$ cat config.mk
export PLATFORM = sky130hd
export DESIGN_NAME = adc_conv_sched_flat
export DESIGN_NICKNAME = d
export VERILOG_FILES = /design/src/rtl/adc_conv_sched_pkg.sv /design/src/rtl/adc_conv_sched_if.sv /design/src/rtl/adc_conv_sched_rr_arbiter.sv /design/src/rtl/adc_conv_sched.sv /design/src/flat_wrapper.sv
export SDC_FILE = /design/constraint.sdc
export NUM_CORES = 1
export LEC_CHECK = 0
export BUFFER_PORTS_ARGS = -buffer_cell sky130_fd_sc_hd__buf_4
export CAP_MARGIN = 20
export CORE_MARGIN = 3
export CORE_UTILIZATION = 54
export CTS_BUF_LIST = sky130_fd_sc_hd__clkbuf_8
export CTS_CLUSTER_DIAMETER = 200
export CTS_CLUSTER_SIZE = 12
export DETAILED_ROUTE_END_ITERATION = 7
export GPL_TIMING_DRIVEN = 1
export PLACE_DENSITY_LB_ADDON = 0.12
export SYNTH_ARGS = -nofsm -noshare
export SYNTH_HDL_FRONTEND = slang
export SYNTH_HIERARCHICAL = 1
export SYNTH_SLANG_ARGS = --single-unit
export TNS_END_PERCENT = 100
$ cat constraint.sdc
create_clock -name clk -period 1.97 [get_ports clk]
set_input_delay 0.0985 -clock clk [delete_from_list [all_inputs] [get_ports clk]]
set_output_delay 0.0985 -clock clk [all_outputs]
set_load 0.005 [all_outputs]
$ cat src/rtl/adc_conv_sched_pkg.sv
// Shared types and defaults for the SAR ADC conversion scheduler.
package adc_sched_pkg;

    localparam int ADC_W   = 8;
    localparam int TMO_DEF = 64;

    typedef enum logic [2:0] {
        ST_IDLE,
        ST_SETTLE,
        ST_START,
        ST_CONV,
        ST_RESP
    } sched_state_t;

endpackage

$ cat src/rtl/adc_conv_sched_if.sv
// Requester, configuration, ADC macro and response signals of the conversion scheduler.
interface adc_conv_sched_if
    import adc_sched_pkg::*;
#(
    parameter int NCH = 4
);
    localparam int CHW = $clog2(NCH);

    logic             en;
    logic [NCH-1:0]   req;
    logic [NCH-1:0]   cfg_cmp_sel;
    logic [7:0]       settle_cycles;
    logic [CHW-1:0]   mux_sel;
    logic             adc_cmp_sel;
    logic             adc_start;
    logic             adc_rst;
    logic             adc_done;
    logic [ADC_W-1:0] adc_data;
    logic             rsp_valid;
    logic [CHW-1:0]   rsp_ch;
    logic [ADC_W-1:0] rsp_data;
    logic             rsp_err;
    logic [NCH-1:0]   pending;
    logic             busy;

    // master is the scheduler itself; slave is the requesters plus the ADC macro
    modport master (
        input  en, req, cfg_cmp_sel, settle_cycles, adc_done, adc_data,
        output mux_sel, adc_cmp_sel, adc_start, adc_rst,
               rsp_valid, rsp_ch, rsp_data, rsp_err, pending, busy
    );

    modport slave (
        output en, req, cfg_cmp_sel, settle_cycles, adc_done, adc_data,
        input  mux_sel, adc_cmp_sel, adc_start, adc_rst,
               rsp_valid, rsp_ch, rsp_data, rsp_err, pending, busy
    );

endinterface

$ cat src/rtl/adc_conv_sched_rr_arbiter.sv
// Round-robin pick: first set bit of pend at or above rr_ptr, wrapping past NCH-1.
module rr_arbiter #(
    parameter int NCH = 4
) (
    input  logic [NCH-1:0]         pend,
    input  logic [$clog2(NCH)-1:0] rr_ptr,
    output logic                   any,
    output logic [$clog2(NCH)-1:0] idx
);
    localparam int CHW = $clog2(NCH);

    // Scan from farthest to nearest so the nearest pending channel is written last.
    always_comb begin
        int j;
        j   = 0;
        idx = '0;
        for (int k = NCH - 1; k >= 0; k--) begin
            j = int'(rr_ptr) + k;
            if (j >= NCH) j = j - NCH;
            if (pend[j]) idx = CHW'(j);
        end
    end

    assign any = |pend;

endmodule

$ cat src/rtl/adc_conv_sched.sv
// SAR ADC conversion scheduler: round-robin grant, settle, start, done/timeout, tagged response.
//
// state     | meaning
// ST_IDLE   | waiting for en and a pending request
// ST_SETTLE | input mux switched, counting down settle_cycles
// ST_START  | one-cycle adc_start pulse, timer cleared
// ST_CONV   | waiting for a done rising edge or the timeout
// ST_RESP   | one-cycle response strobe, served pending bit cleared
module adc_conv_sched
    import adc_sched_pkg::*;
#(
    parameter int NCH = 4,
    parameter int TMO = TMO_DEF
) (
    input logic              clk,
    input logic              rst,
    adc_conv_sched_if.master bus
);
    localparam int CHW = $clog2(NCH);
    localparam int TW  = $clog2(TMO + 1);

    sched_state_t     state, state_nxt;
    logic [NCH-1:0]   pend, pend_clr;
    logic [CHW-1:0]   rr_ptr, grant_idx, ch_q;
    logic             any_pend, grant, tmo_hit, done_q, done_rise;
    logic             cmp_sel_q, err_q;
    logic [7:0]       cnt;
    logic [TW-1:0]    timer;
    logic [ADC_W-1:0] data_q;

    rr_arbiter #(.NCH(NCH)) u_arb (
        .pend   (pend),
        .rr_ptr (rr_ptr),
        .any    (any_pend),
        .idx    (grant_idx)
    );

    // A done level left high from a previous conversion must not complete this one.
    assign done_rise = bus.adc_done & ~done_q;

    always_ff @(posedge clk) begin
        if (rst) state <= ST_IDLE;
        else     state <= state_nxt;
    end

    always_comb begin
        state_nxt = state;
        grant     = 1'b0;
        tmo_hit   = 1'b0;
        unique case (state)
            ST_IDLE: begin
                if (bus.en && any_pend) begin
                    grant     = 1'b1;
                    state_nxt = ST_SETTLE;
                end
            end
            ST_SETTLE: if (cnt == 8'd0) state_nxt = ST_START;
            ST_START:  state_nxt = ST_CONV;
            ST_CONV: begin
                if (done_rise) begin
                    state_nxt = ST_RESP;
                end else if (timer == TW'(TMO - 1)) begin
                    tmo_hit   = 1'b1;
                    state_nxt = ST_RESP;
                end
            end
            ST_RESP: state_nxt = ST_IDLE;
            default: state_nxt = ST_IDLE;
        endcase
    end

    always_comb begin
        bus.adc_start = 1'b0;
        bus.adc_rst   = tmo_hit;
        bus.rsp_valid = 1'b0;
        bus.rsp_ch    = '0;
        bus.rsp_data  = '0;
        bus.rsp_err   = 1'b0;
        pend_clr      = '0;
        case (state)
            ST_START: bus.adc_start = 1'b1;
            ST_RESP: begin
                bus.rsp_valid  = 1'b1;
                bus.rsp_ch     = ch_q;
                bus.rsp_data   = data_q;
                bus.rsp_err    = err_q;
                pend_clr[ch_q] = 1'b1;
            end
            default: ;
        endcase
    end

    always_ff @(posedge clk) begin
        if (rst) begin
            pend      <= '0;
            rr_ptr    <= '0;
            ch_q      <= '0;
            cmp_sel_q <= 1'b0;
            cnt       <= '0;
            timer     <= '0;
            done_q    <= 1'b0;
            data_q    <= '0;
            err_q     <= 1'b0;
        end else begin
            // A new request landing on the bit being cleared stays queued.
            pend   <= (pend & ~pend_clr) | bus.req;
            done_q <= bus.adc_done;
            if (grant) begin
                ch_q      <= grant_idx;
                cmp_sel_q <= bus.cfg_cmp_sel[grant_idx];
                cnt       <= bus.settle_cycles;
                rr_ptr    <= (grant_idx == CHW'(NCH - 1)) ? '0 : grant_idx + 1'b1;
            end
            if (state == ST_SETTLE && cnt != 8'd0) cnt <= cnt - 1'b1;
            if (state == ST_START) begin
                timer <= '0;
            end else if (state == ST_CONV && !done_rise && !tmo_hit) begin
                timer <= timer + 1'b1;
            end
            if (state == ST_CONV && done_rise) begin
                data_q <= bus.adc_data;
                err_q  <= 1'b0;
            end else if (tmo_hit) begin
                data_q <= '0;
                err_q  <= 1'b1;
            end
        end
    end

    assign bus.mux_sel     = ch_q;
    assign bus.adc_cmp_sel = cmp_sel_q;
    assign bus.pending     = pend;
    assign bus.busy        = (state != ST_IDLE);

endmodule

$ cat src/flat_wrapper.sv
// flat-port wrapper written by rule: the top's interface ports become plain ports
module adc_conv_sched_flat import adc_sched_pkg::*;
#(
    parameter int NCH = 4,
    parameter int TMO = TMO_DEF
)
  (clk, rst, bus_en, bus_req, bus_cfg_cmp_sel, bus_settle_cycles, bus_adc_done, bus_adc_data, bus_mux_sel, bus_adc_cmp_sel, bus_adc_start, bus_adc_rst, bus_rsp_valid, bus_rsp_ch, bus_rsp_data, bus_rsp_err, bus_pending, bus_busy);
  adc_conv_sched_if #(.NCH(NCH)) bus_i ();
  input logic clk;
  input logic rst;
  input wire logic [$bits(bus_i.en)-1:0] bus_en;
  input wire logic [$bits(bus_i.req)-1:0] bus_req;
  input wire logic [$bits(bus_i.cfg_cmp_sel)-1:0] bus_cfg_cmp_sel;
  input wire logic [$bits(bus_i.settle_cycles)-1:0] bus_settle_cycles;
  input wire logic [$bits(bus_i.adc_done)-1:0] bus_adc_done;
  input wire logic [$bits(bus_i.adc_data)-1:0] bus_adc_data;
  output wire logic [$bits(bus_i.mux_sel)-1:0] bus_mux_sel;
  output wire logic [$bits(bus_i.adc_cmp_sel)-1:0] bus_adc_cmp_sel;
  output wire logic [$bits(bus_i.adc_start)-1:0] bus_adc_start;
  output wire logic [$bits(bus_i.adc_rst)-1:0] bus_adc_rst;
  output wire logic [$bits(bus_i.rsp_valid)-1:0] bus_rsp_valid;
  output wire logic [$bits(bus_i.rsp_ch)-1:0] bus_rsp_ch;
  output wire logic [$bits(bus_i.rsp_data)-1:0] bus_rsp_data;
  output wire logic [$bits(bus_i.rsp_err)-1:0] bus_rsp_err;
  output wire logic [$bits(bus_i.pending)-1:0] bus_pending;
  output wire logic [$bits(bus_i.busy)-1:0] bus_busy;
  assign bus_i.en = bus_en;
  assign bus_i.req = bus_req;
  assign bus_i.cfg_cmp_sel = bus_cfg_cmp_sel;
  assign bus_i.settle_cycles = bus_settle_cycles;
  assign bus_i.adc_done = bus_adc_done;
  assign bus_i.adc_data = bus_adc_data;
  assign bus_mux_sel = bus_i.mux_sel;
  assign bus_adc_cmp_sel = bus_i.adc_cmp_sel;
  assign bus_adc_start = bus_i.adc_start;
  assign bus_adc_rst = bus_i.adc_rst;
  assign bus_rsp_valid = bus_i.rsp_valid;
  assign bus_rsp_ch = bus_i.rsp_ch;
  assign bus_rsp_data = bus_i.rsp_data;
  assign bus_rsp_err = bus_i.rsp_err;
  assign bus_pending = bus_i.pending;
  assign bus_busy = bus_i.busy;
  adc_conv_sched #(.NCH(NCH), .TMO(TMO)) u_core (.clk(clk), .rst(rst), .bus(bus_i));
endmodule
==> impl_metrics.csv <==
group,metric,value,unit
power,p_switching,0.857,mW
clock_network,cts_max_level,2,
logic_synthesis,yosysSeqAreaShare,0.393,
power,p_int,1.66,mW
critical_path,reg2reg_depth,4,
routing,dr_wl_met3,269,µm
global_route,grt_use_total,0.222,
power,p_sw_frac,0.340,
routing,drtIter0Drc,143,
global_route,grt_start_max_net_pins,33,
logic_synthesis,synth_top_area_cell,"dfxtp_1",
logic_synthesis,synthMuxAreaShare,0.0173,
sta,worstMarginPinSlew,0.456,ns
logic_synthesis,yosys_warnings,6,
power,clock_power_share,0.250,
routing,drc_errors,0,
critical_path,critPathMaxFanout,9,
logic_synthesis,syn_area_per_cell,8.09,µm²
power,seq_power_share,0.390,
layout,nets,315,
sta,hold_violations,0,
routing,antenna_left,0,
critical_path,cp-end-kind,"flip-flop",
critical_path,slowest_delay,0.46,ns
logic_synthesis,syn-cell-area,1890,µm²
clock_network,cts_tree,"done",
routing,viasPerCell,5.67,
sta,finalSetupTns,0,ns
global_route,antenna_found_initial,0,
placement,portBuffers,49,
clock_network,cts_made_buffers,5,
layout,drive_gt1_frac,0.265,
critical_path,cp_top_family,"simple AND/OR/NAND/NOR gates",
sta,worst_slack,0.130,ns
worst_hold_path,hold_path.class,"input pin to flip-flop",
sta,slew_viol_final,0,
critical_path,arrival,2.05,ns
floorplanning,start_util,0.593,
routing,first_pass_iters,4,
sta,rsz0062_at_grt,"false",
run_status,status,"completed",
placement,gp_congestion,0.948,
floorplanning,core,3180,µm²
clock_network,cts.path.max_buffers,2,
logic_synthesis,synth-xor-area-share,0.00464,
clock_network,clock_sinks,37,
placement,hpwl,3100,µm
sta,worst_clock_skew,0.00459,ns
global_route,grt_pass1_vias,1749,
logic_synthesis,synth_compound_area_frac,0.224,
critical_path,r2r_slack,0.13,ns
logic_synthesis,synthAdderAreaFrac,0.0265,
routing,top_layer_used,"met4",
power,p_per_area,1040,nW/µm²
power,power.leakage,0.943,nW
sta,fin_crit_sh,0.934,
logic_synthesis,synthCells,233,
critical_path,path_buf_inv,0,
sta,fin_crit,1.84,ns
critical_path,worst-path-stages,4,
global_route,grt_pass1_wl,7530,µm
routing,wl,4410,µm
floorplanning,ios,50,
critical_path,cp_slowest_cell,"or4_4",
layout,syn_to_final_growth,28.4,%
layout,num_antenna_cells,0,
job,maxCapViolations,0,
routing,routedWlPerCell,13.5,µm
logic_synthesis,synth_cell_types,42,
sta,finalSetupViolations,0,
worst_hold_path,whs_endpoint,"u_core/bus.pending[2]$_SDFF_PP0_",
logic_synthesis,synth_top_family_by_area,"simple AND/OR/NAND/NOR gates",
logic_synthesis,synth_seq_cells,37,
power,vdd_drop_max,0.000905,V
logic_synthesis,synthTopCellsByArea,"dfxtp_1, a21oi_1, nand2_1",
critical_path,cp_cell_sequence,"or3b_4 -> or4_4 -> or3_1 -> a31oi_1",
critical_path,worst_setup_path_start_kind,"flip-flop",
sta,holdWs,0.0238,ns
floorplanning,dieArea,4240,µm²
floorplanning,die_x,65.1,µm
critical_path,critPathKind,"flip-flop to flip-flop",
global_route,gr-total-overflow,0,
clock_network,cts.root.buffer_cell,"clkbuf_8",
routing,met1_length,1910,µm
routing,num_vias,1853,
worst_hold_path,hold_depth,3,
sta,timing.fmax,543,MHz
logic_synthesis,syn_nets,265,
power,p_total,2.52,mW
clock_network,post-cts-setup-buffers,0,
critical_path,critPathRequiredTime,2.18,ns
critical_path,rr_startpoint,"u_core/state[2]$_SDFFE_PP0P_",
logic_synthesis,yosys.area_share.simple,0.295,
logic_synthesis,netlist.area_leader.share,0.393,
placement,pre_cts_slack,0.152,ns
clock_network,insertion_delay,0.28,ns
power,pwr-share-comb,0.360,
routing,wl_met2,2210,µm
worst_hold_path,min_from,"bus_req[2]",
clock_network,clk_pin_slew,0.07,ns
sta,relSlewSlack,0.696,
critical_path,r2r_end,"u_core/cnt[3]$_SDFFE_PP0P_",
floorplanning,num_rows,20,
floorplanning,die_h,65.1,µm
registers in the layout, summed over array words and instances (netlist names):
signal,cells
u_core/cnt,8
u_core/data_q,8
u_core/timer,7
u_core/bus.pending,4
u_core/state,3
u_core/bus.mux_sel,2
u_core/rr_ptr,2
u_core/bus.adc_cmp_sel,1
u_core/done_q,1
u_core/err_q,1
Yosys cell counts:
library cell,n
or4_4,1
o41ai_1,1
nand2_1,28
or3b_4,1
inv_1,5
or3b_2,1
clkbuf_1,11
a22oi_1,1
and3b_1,1
nor4_1,2
buf_4,1
a21oi_1,34
or3_1,9
o21a_1,1
mux4_2,1
nor2b_1,2
nand3_1,7
or4_1,4
nor3b_1,5
mux2i_1,1
nand3b_1,4
nor2_1,15
o31ai_1,3
a211oi_1,2
nand2b_1,3
xnor2_1,1
nor3_1,3
o32a_1,1
o311ai_0,2
a32oi_1,1
a31oi_1,4
ha_1,4
o311a_1,1
dfxtp_1,37
o21ai_0,3
or2_2,4
and2_1,13
buf_1,1
a221oi_1,1
buf_2,1
o211ai_1,11
a211oi_2,1
kinds of logic after synthesis:
family                   after synthesis
AO/OA/AOI/OAI                         67
XOR/XNOR                               1
adder cells (fa/ha/maj)                4
buffers and inverters                 19
flip-flops                            37
multiplexers                           2
AND/OR/NAND/NOR                      103
area by class of cell:
cell class,instances,area [µm²]
Clock inverter,2,35.0
Sequential cell,37,742
Clock buffer,5,68.8
Tap cell,44,55.1
Multi-Input combinational cell,177,1070
Fill cell,249,757
Inverter,5,18.8
Timing Repair Buffer,57,428
worst min-delay path, stage by stage:
cell	delay (ns)
buf_4	0.08
a21oi_1	0.03
nor2_1	0.07
power by group through the flow:
stage,Combinational [mW],Sequential (mW),Clock (mW)
final,0.908,0.981,0.630
after detailed placement,0.890,0.990,0
after global routing,1.02,1.00,0.676
after floorplan,0.636,0.951,0
after global placement,0.854,0.987,0
after CTS,0.901,0.975,0.638
what timing repair did:
action | CTS | global route
endpoints found under the hold margin | 0 | 0
gates resized for setup | 0 | 2
hold buffers | 0 | 0
setup endpoints to repair | 0 | 1
through the flow:
step | util | cell area, µm² | cells
2_1_floorplan | - | 1890 | 233
5_1_grt | 0.762 | 2420 | 327
6_report | 0.762 | 2420 | 327
4_1_cts | 0.760 | 2410 | 327
3_3_place_gp | 0.727 | 2310 | 320
3_5_place_dp | 0.727 | 2310 | 320
per-layer routing:
layer	up-vias	GRT usage
met1	844	0.272
met2	65	0.384
met3	4	0.0564
met5	-	0
met4	0	0.0622
li1	940	-
how the worst max path moves through the flow:
stage                                 startpoint                         end  slack (ns)
floorplan           u_core/state[1]$_SDFFE_PP0P_  u_core/cnt[3]$_SDFFE_PP0P_        0.17
detailed placement  u_core/state[1]$_SDFFE_PP0P_  u_core/cnt[3]$_SDFFE_PP0P_        0.15
finish              u_core/state[2]$_SDFFE_PP0P_  u_core/cnt[3]$_SDFFE_PP0P_        0.13
CTS                 u_core/timer[0]$_SDFFE_PP0P_                 bus_adc_rst        0.09
global placement    u_core/state[2]$_SDFFE_PP0P_  u_core/cnt[3]$_SDFFE_PP0P_        0.18
global route        u_core/state[2]$_SDFFE_PP0P_  u_core/cnt[3]$_SDFFE_PP0P_        0.03
cell usage in the layout, fill, tap and decap left out, types with 3 or more instances in the layout:
cell	n
buf_4	57
o211ai_1	11
nand2b_1	3
dfxtp_1	36
nor3b_1	5
inv_1	5
or3_1	8
nand3_1	7
nor3_1	3
nor2_1	15
nand3b_1	4
clkbuf_8	5
o31ai_1	3
or2_2	4
a31oi_1	4
or4_1	4
and2_1	13
a21oi_1	34
nand2_1	28
o21ai_0	3
ha_1	4
No activity file was read; power rests on OpenSTA's default activity.
